<file path="config.mk">
export PLATFORM = sky130hd
export DESIGN_NAME = tg_run_ctrl
export DESIGN_NICKNAME = d
export VERILOG_FILES = /design/src/rtl/tg_run_ctrl.sv
export SDC_FILE = /design/constraint.sdc
export NUM_CORES = 1
export LEC_CHECK = 0
export ABC_AREA = 1
export CORE_MARGIN = 5
export CORE_UTILIZATION = 25
export DETAILED_ROUTE_END_ITERATION = 10
export PLACE_DENSITY = 0.5
export SETUP_SLACK_MARGIN = 0.4
export SYNTH_ARGS = -nofsm -noshare
export SYNTH_HDL_FRONTEND = slang
export SYNTH_SLANG_ARGS = --single-unit
</file>
<file path="constraint.sdc">
create_clock -name clock -period 1.8 [get_ports clock]
set_clock_uncertainty 0.1 [all_clocks]
set_input_delay 0.45 -clock clock [delete_from_list [all_inputs] [get_ports clock]]
set_output_delay 0.45 -clock clock [all_outputs]
set_load 0.02 [all_outputs]
</file>
<file path="src/rtl/tg_run_ctrl.sv">
// tg_run_ctrl: sequences one traffic-generator run (config load, warmup,
// measure, drain, stats read) and handles the host command handshake.
// Ports:
//   clock, reset                     clock and synchronous active-high reset
//   cmd_valid/cmd_ready/cmd/cmd_arg  host command handshake, accepted only in IDLE
//   wdata*/tg_config_out*            config word stream, forwarded to the TG chain
//   rdata*/tg_stats_*                stats word stream, shifted out of the TG chain
//   tg_enable/tg_measure/            phase controls for the TGs
//   tg_stop_injection, sim_time
//   tg_is_quiescent, tg_error        reduced chain status
//   busy/done/status_*               run status towards the host
module tg_run_ctrl #(
  parameter int CHAIN_LEN     = 4,
  parameter int STATS_LEN     = 8,
  parameter int TS_WIDTH      = 10,
  parameter int QUIESCE_HOLD  = 4,
  parameter int DRAIN_TIMEOUT = 1024
) (
  input  logic                clock,
  input  logic                reset,
  input  logic                cmd_valid,
  output logic                cmd_ready,
  input  logic [2:0]          cmd,
  input  logic [15:0]         cmd_arg,
  input  logic [15:0]         wdata,
  input  logic                wdata_valid,
  output logic                wdata_ready,
  output logic [15:0]         rdata,
  output logic                rdata_valid,
  input  logic                rdata_ready,
  output logic [15:0]         tg_config_out,
  output logic                tg_config_out_valid,
  output logic                tg_stats_shift,
  output logic [15:0]         tg_stats_in,
  input  logic [15:0]         tg_stats_out,
  output logic                tg_enable,
  output logic                tg_measure,
  output logic                tg_stop_injection,
  output logic [TS_WIDTH-1:0] sim_time,
  input  logic                tg_is_quiescent,
  input  logic                tg_error,
  output logic                busy,
  output logic                done,
  output logic                status_error,
  output logic                status_timeout
);

  // Word counter must hold the larger of the two chain lengths without wrapping.
  localparam int MAXLEN = (CHAIN_LEN > STATS_LEN) ? CHAIN_LEN : STATS_LEN;
  localparam int WW     = $clog2(MAXLEN + 1);
  localparam int QW     = $clog2(QUIESCE_HOLD + 1);

  localparam logic [WW-1:0] CHAIN_LEN_W = WW'(CHAIN_LEN);
  localparam logic [WW-1:0] STATS_LEN_W = WW'(STATS_LEN);
  localparam logic [QW-1:0] QHOLD_W     = QW'(QUIESCE_HOLD);
  localparam logic [15:0]   DTIMEOUT_W  = 16'(DRAIN_TIMEOUT);

  typedef enum logic [2:0] {
    S_IDLE,
    S_LOAD,
    S_WARMUP,
    S_MEASURE,
    S_DRAIN,
    S_READ
  } state_t;

  state_t                state_q;
  logic [15:0]           warmup_cnt_q;
  logic [15:0]           measure_cnt_q;
  logic [15:0]           phase_cnt_q;
  logic [15:0]           drain_cnt_q;
  logic [QW-1:0]         quiet_cnt_q;
  logic [WW-1:0]         word_cnt_q;
  logic [TS_WIDTH-1:0]   sim_time_q;
  logic [15:0]           cfg_dat_q;
  logic                  cfg_vld_q;
  logic                  done_q;
  logic                  err_q;
  logic                  tmo_q;

  logic [QW-1:0]         quiet_cnt_d;
  logic [15:0]           drain_cnt_d;
  logic [WW-1:0]         word_cnt_d;
  logic                  quiet_hit;
  logic                  timeout_hit;
  logic                  cfg_acc;
  logic                  stats_hs;

  // Phase-control outputs are plain decodes of the state register.
  assign cmd_ready         = (state_q == S_IDLE);
  assign busy              = (state_q != S_IDLE);
  assign wdata_ready       = (state_q == S_LOAD);
  assign rdata_valid       = (state_q == S_READ);
  assign rdata             = tg_stats_out;
  assign tg_stats_in       = 16'h0000;
  assign tg_stats_shift    = stats_hs;
  assign tg_enable         = (state_q == S_WARMUP) || (state_q == S_MEASURE) || (state_q == S_DRAIN);
  assign tg_measure        = (state_q == S_MEASURE);
  assign tg_stop_injection = (state_q == S_DRAIN);
  assign tg_config_out     = cfg_dat_q;
  assign tg_config_out_valid = cfg_vld_q;
  assign sim_time          = sim_time_q;
  assign done              = done_q;
  assign status_error      = err_q;
  assign status_timeout    = tmo_q;

  assign cfg_acc  = wdata_valid && (state_q == S_LOAD);
  assign stats_hs = rdata_valid && rdata_ready;

  always_comb begin
    quiet_cnt_d = tg_is_quiescent ? (quiet_cnt_q + 1'b1) : '0;
    drain_cnt_d = drain_cnt_q + 16'd1;
    word_cnt_d  = word_cnt_q + 1'b1;
    // Quiescence is tested before the timeout so that reaching both on
    // the same cycle counts as a clean drain.
    quiet_hit   = (quiet_cnt_d == QHOLD_W);
    timeout_hit = (drain_cnt_d == DTIMEOUT_W);
  end

  always_ff @(posedge clock) begin
    if (reset) begin
      state_q       <= S_IDLE;
      warmup_cnt_q  <= '0;
      measure_cnt_q <= '0;
      phase_cnt_q   <= '0;
      drain_cnt_q   <= '0;
      quiet_cnt_q   <= '0;
      word_cnt_q    <= '0;
      sim_time_q    <= '0;
      cfg_dat_q     <= '0;
      cfg_vld_q     <= 1'b0;
      done_q        <= 1'b0;
      err_q         <= 1'b0;
      tmo_q         <= 1'b0;
    end else begin
      done_q    <= 1'b0;
      cfg_vld_q <= 1'b0;
      if (tg_enable) begin
        sim_time_q <= sim_time_q + 1'b1;
        if (tg_error) err_q <= 1'b1;
      end

      case (state_q)
        S_IDLE: begin
          if (cmd_valid) begin
            case (cmd)
              3'd0: warmup_cnt_q  <= cmd_arg;
              3'd1: measure_cnt_q <= cmd_arg;
              3'd2: begin
                word_cnt_q <= '0;
                state_q    <= S_LOAD;
              end
              3'd3: begin
                sim_time_q  <= '0;
                err_q       <= 1'b0;
                tmo_q       <= 1'b0;
                // Phase counter counts 1..N inside a phase.
                phase_cnt_q <= 16'd1;
                drain_cnt_q <= '0;
                quiet_cnt_q <= '0;
                if (warmup_cnt_q != 16'd0)       state_q <= S_WARMUP;
                else if (measure_cnt_q != 16'd0) state_q <= S_MEASURE;
                else                             state_q <= S_DRAIN;
              end
              3'd4: begin
                word_cnt_q <= '0;
                state_q    <= S_READ;
              end
              default: ;
            endcase
          end
        end

        S_LOAD: begin
          if (cfg_acc) begin
            cfg_dat_q  <= wdata;
            cfg_vld_q  <= 1'b1;
            word_cnt_q <= word_cnt_d;
            // done is registered alongside the last config_out_valid.
            if (word_cnt_d == CHAIN_LEN_W) begin
              state_q <= S_IDLE;
              done_q  <= 1'b1;
            end
          end
        end

        S_WARMUP: begin
          if (phase_cnt_q == warmup_cnt_q) begin
            phase_cnt_q <= 16'd1;
            if (measure_cnt_q != 16'd0) state_q <= S_MEASURE;
            else                        state_q <= S_DRAIN;
          end else begin
            phase_cnt_q <= phase_cnt_q + 16'd1;
          end
        end

        S_MEASURE: begin
          if (phase_cnt_q == measure_cnt_q) begin
            state_q <= S_DRAIN;
          end else begin
            phase_cnt_q <= phase_cnt_q + 16'd1;
          end
        end

        S_DRAIN: begin
          quiet_cnt_q <= quiet_cnt_d;
          drain_cnt_q <= drain_cnt_d;
          if (quiet_hit) begin
            state_q <= S_IDLE;
            done_q  <= 1'b1;
          end else if (timeout_hit) begin
            state_q <= S_IDLE;
            done_q  <= 1'b1;
            tmo_q   <= 1'b1;
          end
        end

        S_READ: begin
          if (stats_hs) begin
            word_cnt_q <= word_cnt_d;
            if (word_cnt_d == STATS_LEN_W) begin
              state_q <= S_IDLE;
              done_q  <= 1'b1;
            end
          end
        end

        default: state_q <= S_IDLE;
      endcase
    end
  end

endmodule

</file>
* Yosys cells after proc, flatten, opt, wreduce, memory -nomap -nowiden
Cells that the tools add are included.
Cells by class: mux-type cells 52, reduce and logical (&&, ||, !) cells 22, bitwise operators 1, $add $sub $neg 5, equality and inequality tests 29
Operator list (number):
- 16-bit two-way mux | 6
- 16-bit case mux with 3 select lines | 1
- 3-bit two-way mux | 14
- 10-bit two-way mux | 4
- 16-bit by 1-bit adder with 16-bit output, second input constant | 2
- 16-bit == test | 2
- 16-bit case mux with 2 select lines | 1
- 16-bit nonzero test | 2
- 3-bit case mux with 6 select lines | 1
- 16-bit by 11-bit == test with 1-bit output, second input constant | 1
- 1-bit two-way mux | 16
- 4-bit two-way mux | 4
- 2-bit by 1-bit inequality test with 1-bit output, second input constant | 8
- 3-bit by 2-bit == test with 1-bit output, second input constant | 4
- 3-bit == test, second input constant | 4
- 4-bit case mux with 3 select lines | 1
- 10-bit by 1-bit adder with 10-bit output, second input constant | 1
- 5-bit AND reduction | 2
- 3-bit case mux with 3 select lines | 1
- 3-bit AND reduction | 3
- 9-bit AND reduction | 1
- 3-bit nonzero test | 3
- 2-bit inequality test, second input constant | 4
- 3-bit by 1-bit == test with 1-bit output, second input constant | 2
- other kinds (17) | 21
Word-level totals: output and inout bits 70, flip-flop bits (word level) 104

* Depth between registers and ports, before layout
word-level depth 7, depth in mapped cells 14, gate-level depth less buffers 14

* Least setup slack after synthesis
Ideal clock, no wire load.
path kind register -> register, start point reg drain_cnt_q[1], end point reg state_q[2], path slack -36 ps, cell stages (with the launch flop) 14, library setup time 115 ps, arrival time 1621 ps, data required time 1585 ps, period minus slack after synthesis 1836 ps, cell sequence dfxtp_1 > ha_1 > nand2_2 > nor2_2 > nand2_1 > nor2_1 > xor2_1 > nand2_1 > nor2_2 > nand2_1 > nand2_2 > nand3_1 > nand2_1 > nor2_1
On the way: cells in the longest elaborated chain, start to end 4
Ends and longest elaborated chain:
- from (decl) | line 71 | logic [15:0] drain_cnt_q;
- from (signal assigned) | line 207 | drain_cnt_q <= drain_cnt_d;
- 16-bit by 1-bit adder with 16-bit output | line 112 | drain_cnt_d = drain_cnt_q + 16'd1;
- 16-bit by 11-bit == test with 1-bit output | line 117 | timeout_hit = (drain_cnt_d == DTIMEOUT_W);
- 3-bit by 1-bit inequality test with 1-bit output (no source line)
- 9-bit AND reduction (no source line)
- to (signal assigned) | line 122 | state_q <= S_IDLE;
- to (signal assigned) | line 151 | state_q <= S_LOAD;
- to (signal assigned) | line 161 | if (warmup_cnt_q != 16'd0) state_q <= S_WARMUP;
- to (decl) | line 67 | state_t state_q;
Every way passes these cells. A chain may end at the register's enable or synchronous reset.

* Final worst setup path
Same ends and word-level chain as after synthesis.

==> impl_results.md <==
* Die area at around 26000 um^2
* Hold Path Origin: sim_time[9]$_SDFF_PP0_
* Syn Inst Count at 880
* Vias per Instance at 4.46
* Global route total overflow at 0
* Die height at 162 um
* Clk root buf: clkbuf_16
* Clk_lat worst skew at between 0.3 and 0.4 ns
* Port Buf Inserts at 79
* Worst setup path start: drain_cnt_q[1]$_SDFFE_PP0P_
* Startpoint types: register
* Synthesized area at 5790 um^2
* Sw Ratio at 40.5%
* Final WL at 19600 um
* Placer Congestion at 0.813
* Initial antenna violation count at 0
* Setup Total Neg Slack at -2.14 ns
* Largest net degree at the start of global routing at 33
* GR Util met2 at between 20% and 30%
* Slew Viols, Final at 0
* Register share of total power at 23.4%
* Routed via count at 6439
* DRT Pass-1 Iters at 4
* Worst path required time at 1.94 ns
* Cells along the critical path: ha_4, nand2_4, nor2_4, nand2_2, nor2_2, xor2_1, nand2_1, nor2_2, nand2_2, nand2_4, nand3_2, nand2_1, nor2_1
* DR iter-0 viols at 196
* Final instance area at 10400 um^2
* Global-route wire length before repair at roughly 30000 um
* Max incr delay on CP at 0.37 ns
* Int Pwr at 6900 uW
* RSZ-0062 raised after global routing: true
* Final period utilization at 109%
* Final WS setup at -0.154 ns
* Routed WL per cell at around 14 um
* # DRC at 0
* Row count at 55
* Final setup viols at 30
* Clock transition at path regs at about 0.070 ns
* WS Path Type: reg2reg
* Fmax achieved at 512 MHz
* Crit. End Element: register
* Asr flop ratio synth at 0%
* DP HPWL at 13500 um
* Crit path max-delay cell type: dfxtp_4
* Htree depth at 3
* Final ANT Viol Nets at 0
* Failing checks: setup timing
* Die extent in x at 162 um
* Final min period at around 2.0 ns
* Top Ports at between 100 and 150
* Power per cell area at 1110 nW/um^2
* Clock power frac at 16.9%
* GRT met3 Usage at 2.31%
* Core Util, Final at 46.0%
* Logic pwr share at 59.7%
* Layer with the highest usage: met2
* Vias in the first global route at just over 6000
* Critical Path AT at between 2 and 2.5 ns
* Synthesis Warnings at 0
* Inserted Clock Buffers at 9
* Synthesized area per cell at 6.58 um^2
* CTS sink cnt at 104
* Max Cap Viol at 0
* TritonCTS clock tree: built
* Largest buffer count on any clock path at 2
* Synth unique cells at 40
* Diodes inserted at 0
* Cts hold-fix bufs at 0
* Nets at approximately 1200
* Share of layout cells above drive strength 1 at between 50% and 60%
* Leak pwr at 0.00440 uW
* Switching Power at about 4700 uW
* Dpl ws at -0.497 ns
* Worst IR Drop VDD at 657 uV
* Number of synthesized flops with an enable pin at 0
* R2R Path Start: drain_cnt_q[1]$_SDFFE_PP0P_
* #FFs+latches synth at 104
* Total track usage at 13.8%
* Grt met1 use at between 10% and 20%
* Status: finished, violations left
* CP max FO at 6
* Hold violation total from the final report at 0
* Register area share after synthesis at around 36%
* Core area at 22700 um^2
* Worst hold path class: reg2reg
* Initial Util at 25.5%
* Primary FF master, synth: dfxtp_1
* Placed cell area at around 8300 um^2
* Area Growth Syn to Fin at 80.4%
* Total power at 11600 uW
-- final timing paths --
kind         depth (start not counted)                       to  slack [ns]
max                                 13  state_q[2]$_SDFFE_PP0P_       -0.15
min                                  1   sim_time[9]$_SDFF_PP0_        0.35
max reg2reg                         13  state_q[2]$_SDFFE_PP0P_       -0.15
min reg2reg                          1   sim_time[9]$_SDFF_PP0_        0.35
-- power by group through the flow --
stage / sequential, uW / combinational [uW] / clock, uW
3_3_place_gp: 2770 / 4820 / 0
2_1_floorplan: 2900 / 2580 / 0
3_5_place_dp: 2770 / 4810 / 0
5_1_grt: 2750 / 7380 / 2090
6_report: 2720 / 6920 / 1960
4_1_cts: 2710 / 5770 / 2020
-- per-stage QoR --
step | instances | hold WS [ns]
final | 1443 | 0.349
after detailed placement | 1366 | 0.350
after CTS | 1421 | 0.331
after floorplan | 895 | 0.343
after global routing | 1443 | 0.382
after global placement | 1366 | 0.350
-- state kept, by name, summed over array words and instances, names as in the netlist --
| signal | flops |
|---|---|
| drain_cnt_q | 16 |
| quiet_cnt_q | 3 |
| status_error | 1 |
| word_cnt_q | 4 |
| measure_cnt_q | 16 |
| tg_config_out_valid | 1 |
| done | 1 |
| phase_cnt_q | 16 |
| sim_time | 10 |
| warmup_cnt_q | 16 |
| state_q | 3 |
| status_timeout | 1 |
| tg_config_out | 16 |
-- area by class of cell --
type	count	area, um^2
timing repair buffer	306	2930
fill	2215	12300
clock inverter	5	41.3
sequential	104	2190
tap	285	357
inverter	93	409
multi-input combinational	639	4260
clock buffer	11	243
-- kinds of logic (layout without fill, tap and decap cells) --
family	count (synthesis)	in the layout	synth area share [%]
other	1	16	0.0648
flip-flops	104	104	36.0
AO/OA/AOI/OAI	151	151	13.7
AND/OR/NAND/NOR	440	440	32.9
buffers and inverters	152	415	12.3
adder cells (fa/ha/maj)	5	5	1.08
XOR/XNOR	27	27	4.09
-- layout by cell type, fill, tap and decap left out, types with 26 or more instances in the layout --
cell,count
a21oi_2,30
dfxtp_1,48
clkdlybuf4s50_1,37
o21ai_2,26
nand2_1,156
inv_1,67
nor2_1,87
dfxtp_2,39
nor2_4,43
a21oi_1,42
buf_4,161
o21ai_0,28
buf_6,85
-- cells in the mapped netlist (2+ instances only) --
cell type  instances  area (um^2)
nand2_1          201          754
nor2_1           139          522
dfxtp_1          104         2080
inv_1             81          304
a21oi_1           71          355
o21ai_0           67          335
buf_4             32          240
nand3_1           30          150
clkbuf_1          19         71.3
nor3_1            19         95.1
nand4_1           17          106
xor2_1            15          131
xnor2_1           12          105
inv_2             11         41.3
nor2_2            11         68.8
buf_2              7         35.0
nand2_2            6         37.5
nand3b_1           6         45.0
ha_1               5         62.6
o21ai_1            4         20.0
nand4_2            2         25.0
nor2_4             2         22.5
o211a_1            2         20.0
-- layer usage --
metal	part of all wire (%)	routed length (um)
met1	45	8750
met4	2.0	385
met2	49	9700
met5	0	0
met3	4.0	776
-- critical path: cells and delay by family, from the launching register on --
family	cells	cell delay, ns
XOR/XNOR	1	0.20
flip-flops	1	0.37
AND/OR/NAND/NOR	11	0.99
adder cells (fa/ha/maj)	1	0.17
-- timing repair --
item                                    4_1_cts  5_1_grt
gates cloned                                  3        2
buffers inserted                             36       20
pin swaps                                    65       94
endpoints found under the setup margin      142      136
gates resized for setup                     361      261
Power figures use the tool's default switching activity.
